==> config.mk <==
export PLATFORM = sky130hd
export DESIGN_NAME = word_to_dibit_serializer
export DESIGN_NICKNAME = d
export VERILOG_FILES = /design/src/rtl/word_to_dibit_serializer_pkg.sv /design/src/rtl/word_to_dibit_serializer_sym_shift_reg.sv /design/src/rtl/word_to_dibit_serializer.sv
export SDC_FILE = /design/constraint.sdc
export NUM_CORES = 1
export LEC_CHECK = 0
export CAP_MARGIN = 25
export CORE_MARGIN = 2
export CORE_UTILIZATION = 40
export DETAILED_ROUTE_END_ITERATION = 10
export HOLD_SLACK_MARGIN = 0.12
export PLACE_DENSITY = 0.61
export SYNTH_ARGS = -nofsm -noshare
export SYNTH_HDL_FRONTEND = slang
export SYNTH_SLANG_ARGS = --single-unit
==> constraint.sdc <==
create_clock -name clk -period 4.6 [get_ports clk]
set_clock_uncertainty 0.1 [all_clocks]
set_input_delay 0.46 -clock clk [delete_from_list [all_inputs] [get_ports clk]]
set_output_delay 0.46 -clock clk [all_outputs]
set_load 0.05 [all_outputs]
==> src/rtl/word_to_dibit_serializer_pkg.sv <==
// Shared constants, state encoding and sizing helper for the conv32Bto2B serializer.
package conv_pkg;

   localparam int unsigned QPSK_SYM_W = 2;
   localparam int unsigned WORD_W     = 32;

   // State is the {act_valid, pend_valid} pair held in the top module.
   localparam logic [1:0] EMPTY  = 2'b00;
   localparam logic [1:0] ACTIVE = 2'b10;
   localparam logic [1:0] FULL   = 2'b11;

   function automatic int unsigned sym_per_word(input int unsigned data_w,
                                                input int unsigned sym_w);
      return data_w / sym_w;
   endfunction

endpackage

==> src/rtl/word_to_dibit_serializer_sym_shift_reg.sv <==
// Active word shift register and symbol counter; presents one symbol at the emit end.
module sym_shift_reg
   import conv_pkg::*;
#(
   parameter int unsigned DATA_W    = WORD_W,
   parameter int unsigned SYM_W     = QPSK_SYM_W,
   parameter bit          MSB_FIRST = 1'b1
) (
   input  logic              clk,
   input  logic              reset_n,
   input  logic              load,
   input  logic              shift,
   input  logic [DATA_W-1:0] load_data,
   output logic [SYM_W-1:0]  cur_sym,
   output logic              is_last
);

   localparam int unsigned K     = sym_per_word(DATA_W, SYM_W);
   localparam int unsigned CNT_W = (K > 1) ? $clog2(K) : 1;

   logic [DATA_W-1:0] shreg;
   logic [CNT_W-1:0]  sym_cnt;

   // Load takes priority; shifting moves the next symbol toward the emit end.
   always_ff @(posedge clk or negedge reset_n) begin
      if (!reset_n) begin
         shreg   <= '0;
         sym_cnt <= '0;
      end else if (load) begin
         shreg   <= load_data;
         sym_cnt <= '0;
      end else if (shift) begin
         if (MSB_FIRST) shreg <= shreg << SYM_W;
         else           shreg <= shreg >> SYM_W;
         sym_cnt <= sym_cnt + CNT_W'(1);
      end
   end

   assign cur_sym = MSB_FIRST ? shreg[DATA_W-1 -: SYM_W] : shreg[SYM_W-1:0];
   assign is_last = (sym_cnt == CNT_W'(K - 1));

endmodule

==> src/rtl/word_to_dibit_serializer.sv <==
// Splits valid/ready words into SYM_W-bit symbols, one per handshake, with a one-word skid
// so consecutive words stream at one symbol per clock.
module word_to_dibit_serializer
   import conv_pkg::*;
#(
   parameter int unsigned DATA_W    = WORD_W,
   parameter int unsigned SYM_W     = QPSK_SYM_W,
   parameter bit          MSB_FIRST = 1'b1
) (
   input  logic              clk,
   input  logic              reset_n,
   input  logic [DATA_W-1:0] in_tdata,
   input  logic              in_tvalid,
   output logic              in_tready,
   output logic [SYM_W-1:0]  out_tdata,
   output logic              out_tvalid,
   input  logic              out_tready,
   output logic              out_tlast
);

   logic              act_valid;
   logic              pend_valid;
   logic [DATA_W-1:0] pend;
   logic [1:0]        state;

   logic              sr_load;
   logic              sr_shift;
   logic [DATA_W-1:0] sr_data;
   logic              is_last;

   logic              sym_fire;
   logic              in_fire;
   logic              last_fire;

   assign state     = {act_valid, pend_valid};
   assign in_tready = !pend_valid;
   assign sym_fire  = act_valid && out_tready;
   assign in_fire   = in_tvalid && !pend_valid;
   assign last_fire = sym_fire && is_last;

   assign out_tvalid = act_valid;
   assign out_tlast  = act_valid && is_last;

   // Shift-register commands: refill on a new/pending word, otherwise step on each symbol.
   always_comb begin
      sr_load  = 1'b0;
      sr_shift = 1'b0;
      sr_data  = in_tdata;
      case (state)
         EMPTY: sr_load = in_fire;
         ACTIVE: begin
            sr_load  = last_fire && in_fire;
            sr_shift = sym_fire && !last_fire;
         end
         FULL: begin
            sr_load  = last_fire;
            sr_data  = pend;
            sr_shift = sym_fire && !last_fire;
         end
         default: ;
      endcase
   end

   // Occupancy and pending-word control.
   always_ff @(posedge clk or negedge reset_n) begin
      if (!reset_n) begin
         act_valid  <= 1'b0;
         pend_valid <= 1'b0;
         pend       <= '0;
      end else begin
         case (state)
            EMPTY: if (in_fire) act_valid <= 1'b1;
            ACTIVE: begin
               if (last_fire && !in_fire) begin
                  act_valid <= 1'b0;
               end else if (!last_fire && in_fire) begin
                  pend       <= in_tdata;
                  pend_valid <= 1'b1;
               end
            end
            FULL: if (last_fire) pend_valid <= 1'b0;
            default: begin
               act_valid  <= 1'b0;
               pend_valid <= 1'b0;
            end
         endcase
      end
   end

   sym_shift_reg #(
      .DATA_W    (DATA_W),
      .SYM_W     (SYM_W),
      .MSB_FIRST (MSB_FIRST)
   ) u_sym_shift_reg (
      .clk       (clk),
      .reset_n   (reset_n),
      .load      (sr_load),
      .shift     (sr_shift),
      .load_data (sr_data),
      .cur_sym   (out_tdata),
      .is_last   (is_last)
   );

endmodule

==> results summary, run 1 <==
The slew of the pin with the lowest slew margin came out at slightly below 0.9 ns. The register-to-register path setup slack is around 2 ns. After routing, the total negative slack on setup checks comes to 0 ns. The clock tree buffer depth came out at 2.

The first global-routing pass estimated ~13000 um of wire. The area of the core region is between 0.008 and 0.009 sq mm. The number of enable flip-flop cells after synthesis came out at 0. Global routing finished with a remaining overflow of 0. The worst-case vdd ir drop is 0.156 mV. For this block, the initial DRC count from the detailed router was around 110. Of the cells placed in the final design, the portion with a size suffix greater than 1 is 24.0%. The placement-stage cell area is 0.00390 sq mm. The number of post-CTS setup repair buffers came out at 0.

The power density over the cells is 541 mW/mm^2. The routability congestion estimate is 0.722. The top cell types in the final layout, fill and taps aside, are sky130_fd_sc_hd__dfrtp_1 (70), sky130_fd_sc_hd__nand2_1 (68), sky130_fd_sc_hd__clkdlybuf4s50_1 (39), sky130_fd_sc_hd__and3_1 (31). The average size of a mapped cell is 10.9 sq um. The net total in the final layout came out at 386.

The total count of max-transition violations in the final report was 0. The kind of cell adding the most delay to the critical path is flip-flops. The arrival time at the worst endpoint came out at 2.29 ns. The min-delay analysis places its worst path in the category input port to async pin. The portion of the post-synthesis area used by sequential elements is approximately half. Summed over all instances, the cell type with the most area after synthesis is sky130_fd_sc_hd__dfrtp_1. Row generation in the floorplan step produced 34 rows. Dividing the detail-routed wire length by the instance count gives 15.7 um.

Global routing consumed, over all layers together, 16.4% of the routing resources. The horizontal extent of the die is about 97 um. The antenna violation net count after detailed routing is 0. The synthesized netlist contains 28 unique library cells. The fraction of post-synthesis cell area in the top cell type by area came out at 50.4%. Clock-pin slew was measured on the worst setup and hold paths at 0.08 ns.

The largest driver fanout on the critical path is 28. The number of inserted diodes is 0. The kind of start point of the critical path is a flip-flop. The library cell used most frequently in the layout, excluding fill and tap cells, is sky130_fd_sc_hd__dfrtp_1. The number of failing hold endpoints at the final stage is 0.

The worst pin sits at a relative slew slack of 41.0%. By area the synthesized netlist is led by sky130_fd_sc_hd__dfrtp_1 (50%), sky130_fd_sc_hd__mux2_2 (9.7%), sky130_fd_sc_hd__a211oi_2 (9.4%), sky130_fd_sc_hd__nand2_1 (7.3%), sky130_fd_sc_hd__and3_1 (5.6%). The number of nets in the synthesized netlist is 357. The TritonCTS buffer count is 9. The async set or reset register ratio after synthesis is 100%.

Setup repair after global routing left no endpoint under its margin. The initial utilization of the core area, before any placement, comes to 40.5%. Clock tree synthesis selected as its root buffer the cell sky130_fd_sc_hd__clkbuf_8. The synthesis-to-layout area growth came out at 17.8%. The critical path goes through and2_1 -> clkdlybuf4s50_1. Detailed placement finished with a half-perimeter wire length of 4410 um. The flip-flop and latch count after synthesis is 70. The final critical path time including I/O delays and setup is 2.85 ns. In the routed design, unresolved DRC markers number 0. Entering global routing, the biggest net connects 39 pins. The post-synthesis cell area is around 0.0035 sq mm. The clock latency on the worst-skew pair is 0.34 ns. After routing the design area is 0.00410 sq mm. The combined buffer and inverter count along the critical path is 1. The quantity of hold-fixing buffers added after cts came out at 0.

TritonCTS built the clock tree. The synthesized netlist cell count is 320. Among all flip-flop cells after synthesis, the most frequent one is sky130_fd_sc_hd__dfrtp_1.

Buffers placed on the I/O ports in this run total 40. The number of setup violations in the final report is 0. Of the available clock period, the critical path in the final layout requires around 62%.

The initial antenna violation count came out at 0. The highest achievable clock rate is between 300 and 400 MHz. The largest individual stage delay along the critical path comes from the cell sky130_fd_sc_hd__dfrtp_1.

Max-cap violations in this run came to 0. Summing over every cut layer, the via total after detailed routing is 2446. The die covers around 0.0095 sq mm. The data required time at the worst endpoint is about 4.0 ns.

The flow ran to the end, and the final reports show no timing, DRC or antenna violations. The via density per instance is roughly 5.3. The worst setup path is captured at an output pin. The post-layout utilization of the core is between 40% and 50%.

The number of H-tree branching levels is 3. For this design the static power due to leakage is 0.00173 uW. The number of global-route vias before repair came to 2466. The total I/O pin count is 41.

The die is 97.2 um tall. After detailed routing, the total wire length is 7280 um. The post-cts resize count is 0. The number of fillers in the final layout came out at between 800 and 900.

The delay of the slowest critical-path stage is ~0.93 ns. The count of yosys warnings during synthesis is 0. The startpoint-to-endpoint class of the critical path is flip-flop to output pin. For this design, the sink count on the clock tree is 70. The first TritonRoute pass finished after 4 iterations.
[metrics by stage]
step / total power, uW / setup slack [ns] / hold WS, ns / cells
after floorplan: 1570 / 2.39 / 0.0644 / 320
after global placement: 1710 / 1.95 / 0.367 / 446
after detailed placement: 1740 / 1.91 / 0.378 / 446
after CTS: 2240 / 1.72 / 0.152 / 462
after global routing: 2380 / 1.63 / 0.189 / 462
final: 2220 / 1.75 / 0.130 / 462
[final timing paths]
path                            depth (start not counted)       start                        end
worst max register to register                          5  out_tvalid  u_sym_shift_reg.shreg[31]
worst min register to register                          1     pend[6]                    pend[6]
worst max-delay path                                    2  out_tvalid                  out_tlast
worst min-delay path                                    1     reset_n  u_sym_shift_reg.shreg[30]
max in group asynchronous                               2     reset_n                   pend[18]
min in group clk                                        1     pend[6]                    pend[6]
[cell type report]
class | count | area (sq um) | share of cell area, %
Clock inverter | 7 | 75.1 | 1.83
Clock buffer | 9 | 124 | 3.02
Tap cell | 108 | 135 | 3.30
Multi-Input combinational cell | 219 | 1550 | 37.9
Inverter | 1 | 3.75 | 0.0917
Sequential cell | 70 | 1750 | 42.8
Timing Repair Buffer | 48 | 455 | 11.1
[registers in the layout, summed over array words and instances, names as in the netlist]
register	flops
out_tvalid	1
pend	32
pend_valid	1
u_sym_shift_reg.shreg	32
u_sym_shift_reg.sym_cnt	4
[cell usage after synthesis (2+ instances only)]
cell                       count
sky130_fd_sc_hd__dfrtp_1      70
sky130_fd_sc_hd__nand2_1      68
sky130_fd_sc_hd__and3_1       31
sky130_fd_sc_hd__a31oi_1      30
sky130_fd_sc_hd__mux2_2       30
sky130_fd_sc_hd__a211oi_2     26
sky130_fd_sc_hd__buf_2        17
sky130_fd_sc_hd__clkbuf_1      6
sky130_fd_sc_hd__nor2_1        5
sky130_fd_sc_hd__a211oi_1      4
sky130_fd_sc_hd__buf_6         4
sky130_fd_sc_hd__nand3_1       4
sky130_fd_sc_hd__a21oi_1       3
sky130_fd_sc_hd__buf_4         3
sky130_fd_sc_hd__a21o_1        2
sky130_fd_sc_hd__mux2_1        2
sky130_fd_sc_hd__mux2i_1       2
sky130_fd_sc_hd__o21ai_1       2
sky130_fd_sc_hd__xnor2_1       2
[logic make-up (layout without fill, tap and decap cells)]
logic type | after synthesis | in the layout | synth area share, %
fa+ha+maj | 1 | 1 | 0.360
buf+inv | 31 | 65 | 5.15
compound gates | 68 | 68 | 16.9
mux | 35 | 35 | 11.6
flops | 70 | 70 | 50.4
simple gates | 113 | 113 | 15.1
xor+xnor | 2 | 2 | 0.504
[metal layers]
layer | up-vias | GRT usage [%] | part of all wire (%)
met5 | - | 0 | 0
met4 | 0 | 4.91 | 0.82
met3 | 6 | 4.03 | 3.4
met2 | 40 | 24.8 | 47
met1 | 1195 | 23.4 | 49
li1 | 1205 | - | -
[power by group]
part | internal [uW] | total (uW) | switching [uW]
clock network | 251 | 491 | 240
logic | 360 | 715 | 354
registers | 879 | 1010 | 132
(Power assumes the default switching activity.)
==> inputs of run 2 (changes only) <==
==> constraint.sdc (replaced) <==
create_clock -name clk -period 2.9 [get_ports clk]
set_clock_uncertainty 0.1 [all_clocks]
set_input_delay 0.29 -clock clk [delete_from_list [all_inputs] [get_ports clk]]
set_output_delay 0.29 -clock clk [all_outputs]
set_load 0.05 [all_outputs]
==> run 2 against run 1 <==
Global-route usage up 0.22 points. Design area up 1.6%. Largest cell class unchanged. Die area unchanged. Clock power is 60% higher. Power rose by 60%. Sequential share of layout area is 0.69 points lower. Via count grew 2.4%. Routed wire length up 0.44%. Combinational power grew 59%. Register-to-register slack got worse by 1.4 ns. Critical path depth increased by 2.
==> results summary, run 2 (synthesis gave the netlist of run 1 again) <==
The final cell area excluding filler cells came to 0.00416 sq mm (was 0.00410 sq mm). The register-to-register path setup slack came out at 0.59 ns (was 2.01 ns). The worst setup slack before clock tree synthesis came out at 0.487 ns (was 1.91 ns). The total count of max-transition violations in the final report was 0 (unchanged).

The number of global-route vias before repair was 2590 (was 2466). The antenna violation net count after detailed routing came to 0 (unchanged). The clock tree buffer depth is 2 (unchanged).

RSZ-0062 raised after global routing: no (unchanged). Run status: finished, final reports clean (unchanged). The placement-stage cell area came out at 0.00395 sq mm (was 0.00390 sq mm). The switching power is 1160 uW (was 726 uW). The net total in the final layout is 388 (was 386). The first-pass iteration count of the detailed router is 4 (unchanged). The buffer cell driving the clock tree root was sky130_fd_sc_hd__clkbuf_8 (unchanged). The most frequent standard cell in the layout excluding fill and tap cells is sky130_fd_sc_hd__dfrtp_1 (unchanged). The worst slew slack as a fraction of its limit came out at 55.2% (was 41.0%). The proportion of layout cells with a drive suffix above 1 came out at 24.2% (was 24.0%). The wire length of the first global-routing pass is 12700 um (was 12600 um). The worst-case vdd ir drop is 0.272 mV (was 0.156 mV). The clock sink total came out at 70 (unchanged). The kind of start point of the critical path was a flip-flop (unchanged). The horizontal extent of the die came out at 97.2 um (unchanged). The final worst-path setup slack came out at 0.370 ns (was 1.75 ns). The source of the critical timing path is u_sym_shift_reg.sym_cnt[0] (was out_tvalid).

The clock latency on the worst-skew pair came out at 0.34 ns (about the same). The static leakage came out at 0.00176 uW (was 0.00173 uW). The number of post-CTS setup repair buffers was 0 (unchanged). The number of I/O port buffers came out at 40 (unchanged). The startpoint-to-endpoint class of the critical path is flip-flop to output pin (unchanged).

The slew of the pin with the lowest slew margin was 0.670 ns (was 0.885 ns). The post-DP HPWL came out at 4310 um (was 4410 um). The number of failing hold endpoints at the final stage came out at 0 (unchanged). The post-cts resize count is 0 (unchanged).

The routability congestion estimate is 0.785 (was 0.722). The endpoint of the worst setup timing path was out_tlast (unchanged). The number of placed instances, taps included is 447 (was 446).

The worst reg2reg path depth is 5 (unchanged). The count of placed standard cells in the final layout, fillers left out is 464 (was 462). The total I/O pin count is 41 (unchanged). The TritonCTS clock tree is done (unchanged). The worst path uses 87.2% of the clock period. The clock-pin slew reported for the worst setup and hold paths after clock tree synthesis is 0.08 ns (about the same).

The number of remaining DRC errors was 0 (unchanged). The proportion of total power due to net switching was 32.7% (was 32.8%). The effective utilization at floorplan came out at 40.5% (unchanged).

The number of maximum-capacitance violations is 0 (unchanged). The largest driver fanout on the critical path is 4 (was 28). The die height is 97.2 um (unchanged).

The capture point of the worst reg-to-reg path was pend[22] (was u_sym_shift_reg.shreg[31]). The cell internal power dissipation is 2380 uW (was 1490 uW). The register share of total power is 45.5% (was 45.6%). Highest-count cells in the layout ignoring fill and taps: sky130_fd_sc_hd__dfrtp_1 (70), sky130_fd_sc_hd__nand2_1 (68), sky130_fd_sc_hd__clkdlybuf4s50_1 (39), sky130_fd_sc_hd__and3_1 (31) (unchanged).

The highest achievable clock rate came out at 395 MHz. The TritonCTS buffer count came to 9 (unchanged). The number of setup violations in the final report is 0 (unchanged). The total congestion overflow after global routing came out at 0 (unchanged).

The total global routing track utilization is 16.6% (was 16.4%). The synthesis-to-layout area growth is 19.7% (was 17.8%). The power density over the cells is 851 mW/mm^2 (was 541 mW/mm^2).

The largest net degree at the start of global routing is 71 (was 39). The area enclosed by the die boundary is 0.00945 sq mm (unchanged). The origin of the critical flop-to-flop path was u_sym_shift_reg.sym_cnt[0] (was out_tvalid). The type of element capturing the critical path is an output pin (unchanged). The final-layout setup total negative slack was 0 ns (unchanged). The proportion of power drawn by combinational gates is 32.3% (was 32.2%).

The portion of total power attributed to the clock network is 22.2% (about the same). The initial antenna violation count came out at 0 (unchanged). The area of the core region came out at 0.00859 sq mm (unchanged). The number of rows in the core area is 34 (unchanged). The data required time at the worst endpoint came out at 2.51 ns (was 4.04 ns). The number of inserted diodes was 0 (unchanged). Largest regs: pend: 32 flops, u_sym_shift_reg.shreg: 32 flops, u_sym_shift_reg.sym_cnt: 4 flops (unchanged). The DRC marker count from the first detailed-route iteration is 127 (was 113). The quantity of hold-fixing buffers added after cts is 1 (was 0). The worst hold-check path type is input port to async pin (unchanged). The wire length reported by the detailed router is 7310 um (was 7280 um). The minimum hold slack is 0.385 ns (was 0.130 ns). The total via count after detailed routing came out at 2505 (was 2446). The number of H-tree branching levels is 3 (unchanged). The final critical path time including I/O delays and setup came out at between 2 and 3 ns. The via density per instance came to 5.40 (was 5.29). The routed length per instance came out at 15.8 um (was 15.7 um).

The arrival time at the worst endpoint came out at 2.14 ns (was 2.29 ns).
run 2: power by group through the flow:
stage          logic (uW)  clock network (uW)  registers, uW
2_1_floorplan         935                   0           1560
4_1_cts              1160                 809           1610
3_5_place_dp         1160                   0           1620
6_report             1140                 787           1610
5_1_grt              1270                 851           1660
3_3_place_gp         1130                   0           1610
run 2: metrics by stage:
step	util, %	power (uW)
finish	48.4	3540
global route	48.4	3780
CTS	48.4	3580
detailed placement	46.0	2780
global placement	46.0	2740
floorplan	-	2490
run 2: layout make-up:
type                    count  area [sq um]
fillers                   829          4430
multi-input cells         219          1550
clock buffers               9           124
repair buffers             50           523
flip-flops and latches     70          1750
well taps                 108           135
inverters                   1          3.75
clock inverters             7          75.1
run 2: critical path, cell delays in order, from the launching register on:
cell	delay, ns
sky130_fd_sc_hd__dfrtp_1	0.39
sky130_fd_sc_hd__ha_1	0.24
sky130_fd_sc_hd__and3_1	0.24
sky130_fd_sc_hd__and2_1	0.14
sky130_fd_sc_hd__clkdlybuf4s50_1	0.79
run 2: worst min path at each step:
stage / slack [ns] / to / cells after the start
floorplan: -0.11 / out_tvalid / 0
global placement: 0.25 / u_sym_shift_reg.shreg[30] / 2
detailed placement: 0.25 / pend[28] / 2
CTS: 0.40 / pend[20] / 1
global route: 0.42 / pend[28] / 3
finish: 0.39 / pend[28] / 3
run 2: layer usage:
metal / vias up / wire, um / global-route usage (%)
met2: 42 / 3390 / 25.6
met3: 9 / 251 / 3.74
li1: 1210 / - / -
met1: 1244 / 3580 / 22.7
met5: - / 0 / 0
met4: 0 / 93 / 6.73
